### src/rtl/solar_tracker_ctrl_if.sv
// Sensor/threshold inputs and motor/status outputs of the solar tracker.
interface solar_tracker_ctrl_if #(
  parameter int DW = 8,
  parameter int TW = 16
);
  logic          en;
  logic [DW-1:0] th;
  logic [TW-1:0] timeout;
  logic [DW-1:0] lsn;
  logic [DW-1:0] lse;
  logic [DW-1:0] lss;
  logic [DW-1:0] lsw;
  logic          mn;
  logic          me;
  logic          ms;
  logic          mw;
  logic          busy;
  logic          fault;

  modport master (
    output en, th, timeout, lsn, lse, lss, lsw,
    input  mn, me, ms, mw, busy, fault
  );

  modport slave (
    input  en, th, timeout, lsn, lse, lss, lsw,
    output mn, me, ms, mw, busy, fault
  );
endinterface

### src/rtl/solar_tracker_ctrl.sv
// Two-axis sun-tracking motor controller with settle window, hysteresis stop and motion timeout.
// Optional macro SOLAR_AUTO_RETRY_EN: leave FAULT automatically after RETRY_CYCLES edges.
//
// state  | meaning
// IDLE   | motors off, waiting for a winning request
// SETTLE | request must stay the same winner for SETTLE more edges
// MOVE   | one motor enabled until stop, !en or timeout
// FAULT  | motion timed out; motors off until en==0 (or retry expiry)
module solar_tracker_ctrl #(
  parameter int DW           = 8,
  parameter int TW           = 16,
  parameter int SETTLE       = 4,
  parameter int RETRY_CYCLES = 1024
) (
  input logic                 clk,
  input logic                 rst,
  solar_tracker_ctrl_if.slave bus
);

  localparam int CW = $clog2(SETTLE + 1);

  if (SETTLE < 1 || RETRY_CYCLES < 1) begin : g_bad_param
    $error("solar_tracker_ctrl: SETTLE and RETRY_CYCLES must be >= 1");
  end

  typedef enum logic [1:0] {IDLE, SETTLE_ST, MOVE, FAULT} state_t;
  typedef enum logic [1:0] {DIR_N, DIR_S, DIR_E, DIR_W} dir_t;

  state_t        state, state_d;
  dir_t          dir, dir_d;
  logic [CW-1:0] cnt, cnt_d;
  logic [TW-1:0] tmr, tmr_d;

  // Sums are one bit wider than the sensors so a large level plus threshold never wraps.
  logic [DW:0] lim_n, lim_s, lim_e, lim_w;
  logic        req_n, req_s, req_e, req_w;
  logic        has_win;
  dir_t        win;
  logic        stop;
  logic        tmo_hit;

  assign lim_n = {1'b0, bus.lss} + {1'b0, bus.th};
  assign lim_s = {1'b0, bus.lsn} + {1'b0, bus.th};
  assign lim_e = {1'b0, bus.lsw} + {1'b0, bus.th};
  assign lim_w = {1'b0, bus.lse} + {1'b0, bus.th};

  assign req_n = {1'b0, bus.lsn} > lim_n;
  assign req_s = {1'b0, bus.lss} > lim_s;
  assign req_e = {1'b0, bus.lse} > lim_e;
  assign req_w = {1'b0, bus.lsw} > lim_w;

  always_comb begin
    has_win = 1'b1;
    win     = DIR_N;
    if (req_n)      win = DIR_N;
    else if (req_s) win = DIR_S;
    else if (req_e) win = DIR_E;
    else if (req_w) win = DIR_W;
    else            has_win = 1'b0;
  end

  always_comb begin
    stop = 1'b0;
    case (dir)
      DIR_N: stop = bus.lsn <= bus.lss;
      DIR_S: stop = bus.lss <= bus.lsn;
      DIR_E: stop = bus.lse <= bus.lsw;
      DIR_W: stop = bus.lsw <= bus.lse;
      default: stop = 1'b1;
    endcase
  end

  assign tmo_hit = (bus.timeout != '0) && (tmr == bus.timeout - TW'(1));

`ifdef SOLAR_AUTO_RETRY_EN
  localparam int RW = $clog2(RETRY_CYCLES + 1);
  logic [RW-1:0] retry, retry_d;
  logic          retry_done;
  assign retry_done = (retry == RW'(RETRY_CYCLES - 1));
`endif

  always_comb begin
    state_d = state;
    dir_d   = dir;
    cnt_d   = cnt;
    tmr_d   = tmr;
`ifdef SOLAR_AUTO_RETRY_EN
    retry_d = retry;
`endif
    case (state)
      IDLE: begin
        if (bus.en && has_win) begin
          dir_d   = win;
          cnt_d   = CW'(1);
          state_d = SETTLE_ST;
        end
      end
      SETTLE_ST: begin
        if (!bus.en || !has_win || win != dir) begin
          state_d = IDLE;
        end else if (cnt == CW'(SETTLE)) begin
          state_d = MOVE;
          tmr_d   = '0;
        end else begin
          cnt_d = cnt + CW'(1);
        end
      end
      MOVE: begin
        if (!bus.en || stop) begin
          state_d = IDLE;
        end else if (tmo_hit) begin
          state_d = FAULT;
`ifdef SOLAR_AUTO_RETRY_EN
          retry_d = '0;
`endif
        end else if (tmr != '1) begin
          tmr_d = tmr + TW'(1);
        end
      end
      FAULT: begin
        if (!bus.en) begin
          state_d = IDLE;
        end
`ifdef SOLAR_AUTO_RETRY_EN
        else if (retry_done) begin
          state_d = IDLE;
        end else begin
          retry_d = retry + RW'(1);
        end
`endif
      end
      default: state_d = IDLE;
    endcase
  end

  always_ff @(posedge clk) begin
    if (rst) begin
      state <= IDLE;
      dir   <= DIR_N;
      cnt   <= '0;
      tmr   <= '0;
`ifdef SOLAR_AUTO_RETRY_EN
      retry <= '0;
`endif
    end else begin
      state <= state_d;
      dir   <= dir_d;
      cnt   <= cnt_d;
      tmr   <= tmr_d;
`ifdef SOLAR_AUTO_RETRY_EN
      retry <= retry_d;
`endif
    end
  end

  assign bus.mn    = (state == MOVE) && (dir == DIR_N);
  assign bus.ms    = (state == MOVE) && (dir == DIR_S);
  assign bus.me    = (state == MOVE) && (dir == DIR_E);
  assign bus.mw    = (state == MOVE) && (dir == DIR_W);
  assign bus.busy  = (state == SETTLE_ST) || (state == MOVE);
  assign bus.fault = (state == FAULT);

endmodule

### src/flat_wrapper.sv
// flat-port wrapper written by rule: the top's interface ports become plain ports
module solar_tracker_ctrl_flat 
#(
  parameter int DW           = 8,
  parameter int TW           = 16,
  parameter int SETTLE       = 4,
  parameter int RETRY_CYCLES = 1024
)
  (clk, rst, bus_en, bus_th, bus_timeout, bus_lsn, bus_lse, bus_lss, bus_lsw, bus_mn, bus_me, bus_ms, bus_mw, bus_busy, bus_fault);
  solar_tracker_ctrl_if #(.DW(DW), .TW(TW)) bus_i ();
  input logic clk;
  input logic rst;
  input wire logic [$bits(bus_i.en)-1:0] bus_en;
  input wire logic [$bits(bus_i.th)-1:0] bus_th;
  input wire logic [$bits(bus_i.timeout)-1:0] bus_timeout;
  input wire logic [$bits(bus_i.lsn)-1:0] bus_lsn;
  input wire logic [$bits(bus_i.lse)-1:0] bus_lse;
  input wire logic [$bits(bus_i.lss)-1:0] bus_lss;
  input wire logic [$bits(bus_i.lsw)-1:0] bus_lsw;
  output wire logic [$bits(bus_i.mn)-1:0] bus_mn;
  output wire logic [$bits(bus_i.me)-1:0] bus_me;
  output wire logic [$bits(bus_i.ms)-1:0] bus_ms;
  output wire logic [$bits(bus_i.mw)-1:0] bus_mw;
  output wire logic [$bits(bus_i.busy)-1:0] bus_busy;
  output wire logic [$bits(bus_i.fault)-1:0] bus_fault;
  assign bus_i.en = bus_en;
  assign bus_i.th = bus_th;
  assign bus_i.timeout = bus_timeout;
  assign bus_i.lsn = bus_lsn;
  assign bus_i.lse = bus_lse;
  assign bus_i.lss = bus_lss;
  assign bus_i.lsw = bus_lsw;
  assign bus_mn = bus_i.mn;
  assign bus_me = bus_i.me;
  assign bus_ms = bus_i.ms;
  assign bus_mw = bus_i.mw;
  assign bus_busy = bus_i.busy;
  assign bus_fault = bus_i.fault;
  solar_tracker_ctrl #(.DW(DW), .TW(TW), .SETTLE(SETTLE), .RETRY_CYCLES(RETRY_CYCLES)) u_core (.clk(clk), .rst(rst), .bus(bus_i));
endmodule
### config.mk
export PLATFORM = sky130hd
export DESIGN_NAME = solar_tracker_ctrl_flat
export DESIGN_NICKNAME = d
export VERILOG_FILES = /design/src/rtl/solar_tracker_ctrl_if.sv /design/src/rtl/solar_tracker_ctrl.sv /design/src/flat_wrapper.sv
export SDC_FILE = /design/constraint.sdc
export NUM_CORES = 1
export LEC_CHECK = 0
export CAP_MARGIN = 0
export CELL_PAD_IN_SITES_DETAIL_PLACEMENT = 1
export CELL_PAD_IN_SITES_GLOBAL_PLACEMENT = 2
export CORE_MARGIN = 3
export CORE_UTILIZATION = 30
export CTS_BUF_LIST = sky130_fd_sc_hd__clkbuf_8
export CTS_CLUSTER_DIAMETER = 120
export DETAILED_ROUTE_END_ITERATION = 6
export PLACE_DENSITY_LB_ADDON = 0.1
export SYNTH_ARGS = -nofsm -noshare
export SYNTH_HDL_FRONTEND = slang
export SYNTH_SLANG_ARGS = --single-unit
### constraint.sdc
create_clock -name clk -period 4.6 [get_ports clk]
set_input_delay 1.15 -clock clk [delete_from_list [all_inputs] [get_ports clk]]
set_output_delay 1.15 -clock clk [all_outputs]
set_load 0.01 [all_outputs]
==> results.txt, run 1 <==
- Placed Instances: 882
- Number of setup violations in the final report: 16
- In this run the vertical extent of the chip is 126 µm.
- For this run, asynchronously set or reset flops after synthesis account for 0%.
- Top achievable clock speed: 213 MHz
- Count of vias placed by the detailed router: 4842
- Area growth, synth to finish: 51.0%
- TritonCTS clock tree: yes
* Maximum number of pins on one net before global-route repair: 19
- Fraction of the core area covered by cells at the end of the flow: 46.8%
- Worst min-delay path class: reg2reg
- Number of nets in the layout: 878
- Final worst path period need: 4690 ps
- Critical path start-end classification: in2reg
- The clock net in this run drives a total of 23 sinks.
- Via count of the first global-routing pass: 5241
- Half-perimeter wire length after detailed placement: 12500 µm
* Worst max-slew margin expressed relative to the limit: 53.8%
* Total power divided by cell area: 188 nW/µm²
* Clock Root Buffer: clkbuf_8
- At the pin with the least slew margin, the transition time is 684 ps.
- The run finished, with violations left.
* Number of I/O pins: 65
* Share of the synthesized area in compound gates (AO/OA/AOI/OAI): 29.6%
- Final Non-Filler Cells: 906
* Simple-gate area share of the yosys netlist: 16.8%
- Ratio of cells with drive above 1 in the final layout: 29.5%
- Die area: 15900 µm²
* Global router's overall resource usage: 18.8%
- Avg Cell Area, Syn: 7.79 µm²
- By area, the combinational part of the netlist is dominated by compound AO/OA/AOI/OAI gates.
- The first detailed-routing pass took 4 iterations.
- CP Data Required Time: 4800 ps
- The final hold violation count came to 0.
- Share of the synthesized area in the top cell type: 25.4%
- The repair_antennas step left the layout with diodes totalling 0.
* Mux contribution to synthesized area: 0.722%
* Worst Path Max Fanout: 8
- CTS built an H-tree with a depth of 1.
* Routed Antenna Nets: 0
- Synthesized netlist net count: 707
- Peak ir drop on the vdd network: 0.000194 V
- The synthesized design contains 23 register bits.
- Synthesis produced 556 cells.
- After Yosys synthesis, XOR and XNOR cells account for 8.09% of the synthesized area.
* CTS buffer count: 3
- The clock arrives with 6.98 ps of skew.
- Adder-cell share of the synthesized area: 27.3%
* Number of distinct standard cells referenced by the synthesized netlist: 65
* Final weighted congestion in routability-driven placement: 0.835
* Max Buffers Root-to-Sink: 2
* Share of the clock period used by the worst path: 102%
- In the routed layout, each cell is associated on average with a via count of 5.34.
* Number of port buffers: 64
* Number of antenna violations at the first check in global routing: 0
* Slew Viols, Final: 0
- Cell type with the largest total area after synthesis: ha_1
- The worst setup path is launched from an input port.
- Gr ovfl total: 0
- Global-route wire length before repair: 25300 µm
- Register clock-pin slew on the reported worst setup and hold paths: 90 ps
- For this configuration, the core starts out at a cell density of 31.0%.
- The detailed router finished its first iteration with 177 violations.
- DR DRC count: 0
* Leading register cell type out of synthesis: dfxtp_1
* WP data arrival: 4890 ps
- Yosys mapped a number of flops with a built-in enable equal to 0.
- The final reports fail on setup timing.
- Die extent in x: 126 µm
- Site row count: 43
- The tool flagged a number of max-cap violations equal to 0.
- Register area share after synthesis: 10.6%
- The final layout contains routed wiring with a total length of 15200 µm.
- Before CTS, the worst setup slack after placement is -983 ps.
- The later pin in the worst-skew pair is clocked with a latency of 270 ps.
* Worst path setup slack after routing: -91.0 ps
- Sorting the synthesized cells by area gives the leading types as ha_1 25%, dfxtp_1 11%, inv_1 4.7%.
* Cell Area, Synth: 4330 µm²
* Routed wire per std cell: 16.8 µm
- Core region area: 14000 µm²
- The layout has 1663 filler cells.
- Setup repair after global routing could not meet its margin everywhere.
* Pleak: 2.90 nW
- Number of warning messages in the yosys log: 0
- Type of element capturing the critical path: register
-- cell usage after synthesis, drive strengths merged, types with 4 or more instances --
library cell / n
fa: 4
or4: 4
and3: 14
a211o: 4
buf: 5
xor2: 20
nor2: 20
nand2b: 8
a21oi: 39
or2: 6
nand2: 23
o31ai: 7
dfxtp: 23
o211ai: 19
xnor2: 20
nor2b: 4
o21ai: 34
clkbuf: 13
nor3: 9
a211oi: 6
ha: 88
o22ai: 6
inv: 55
nand3: 7
a31oi: 19
a21o: 18
nand4: 20
o21bai: 11
-- layer usage --
| metal | vias up | part of all wire, % | global-route usage (%) |
|---|---|---|---|
| li1 | 2443 | - | - |
| met1 | 2321 | 50 | 26.6 |
| met2 | 70 | 47 | 32.2 |
| met5 | - | 0 | 0 |
| met4 | 0 | 0.68 | 1.96 |
| met3 | 8 | 2.9 | 1.82 |
-- per-stage QoR --
step / setup TNS [ps] / area, µm² / hold WS [ps] / power, mW
2_1_floorplan: -59.9 / 4380 / 470 / 0.672
3_3_place_gp: -17660 / 5910 / 491 / 0.974
3_5_place_dp: -19020 / 5910 / 510 / 1.00
4_1_cts: -19.6 / 6310 / 523 / 1.19
5_1_grt: -3950 / 6540 / 562 / 1.34
6_report: -1070 / 6540 / 524 / 1.23
-- worst max-delay path, cell delays in order --
cell and delay [ps]:
clkdlybuf4s50_1 480, ha_4 310, o21ai_0 90, o21bai_1 190, a21oi_2 100, xor2_1 160
ha_1 300, a21o_1 170, a21oi_2 140, o2111ai_1 130, o211ai_1 250, and4b_1 280
a31o_4 110, a32oi_2 110, or4_4 570, buf_12 180, o31ai_4 150
-- cells by family (layout without fill, tap and decap cells) --
kind of cell	count (synthesis)	in the layout
compound gates	193	193
xor+xnor	40	40
fa+ha+maj	92	92
buf+inv	74	244
flops	23	23
mux	3	3
simple gates	131	131
-- registers in the layout, indices dropped and copies added, names as in the netlist --
signal        count
u_core.dir        2
u_core.cnt        3
u_core.tmr       16
u_core.state      2
-- cell usage in the layout (no fill, tap or decap), types with 20 or more instances in the layout --
| master | netlist | layout |
|---|---|---|
| dfxtp_1 | 23 | 23 |
| ha_1 | 88 | 69 |
| clkdlybuf4s50_1 | 0 | 39 |
| a21oi_1 | 39 | 23 |
| xor2_1 | 20 | 20 |
| buf_4 | 0 | 117 |
| o21ai_0 | 31 | 26 |
| nor2_1 | 20 | 20 |
| inv_1 | 54 | 53 |
| nand2_1 | 22 | 22 |
-- repair_timing --
| action | 4_1_cts | 5_1_grt |
|---|---|---|
| buffers inserted | 13 | 8 |
| pin swaps | 57 | 47 |
| gates cloned | 1 | 0 |
| hold buffers | 0 | 0 |
| setup endpoints to repair | 22 | 21 |
| resized for setup | 115 | 43 |
-- area by class of cell --
cell class / instances / area (µm²) / area share [%]
Clock buffer: 3 / 41.3 / 0.631
Clock inverter: 1 / 3.75 / 0.0574
Inverter: 56 / 210 / 3.21
Multi-Input combinational cell: 459 / 4070 / 62.2
Sequential cell: 23 / 460 / 7.04
Tap cell: 180 / 225 / 3.44
Timing Repair Buffer: 184 / 1530 / 23.4
-- path summary, 6_finish.rpt --
path                       from  slack, ps  cells past startpoint            end
setup / recovery     bus_lsn[4]        -90                     17  u_core.tmr[4]
hold / removal    u_core.cnt[1]        520                      2  u_core.cnt[1]
setup reg to reg  u_core.tmr[0]       1470                     11  u_core.tmr[6]
hold reg to reg   u_core.cnt[1]        520                      2  u_core.cnt[1]
-- power by group --
group          total (mW)  internal (mW)  switching [mW]
clock network       0.130         0.0598          0.0700
registers           0.225          0.210          0.0145
logic               0.878          0.447           0.431
Power figures use the tool's default switching activity.
==> run 2, diff against run 1 <==
--- a/config.mk
+++ b/config.mk
@@ -14,6 +14,7 @@
 export CTS_CLUSTER_DIAMETER = 120
 export DETAILED_ROUTE_END_ITERATION = 6
 export PLACE_DENSITY_LB_ADDON = 0.1
+export SLEW_MARGIN = 20
 export SYNTH_ARGS = -nofsm -noshare
 export SYNTH_HDL_FRONTEND = slang
 export SYNTH_SLANG_ARGS = --single-unit
==> results of run 2 <==
The final DEF is identical to that of run 1; final timing and power are the same.
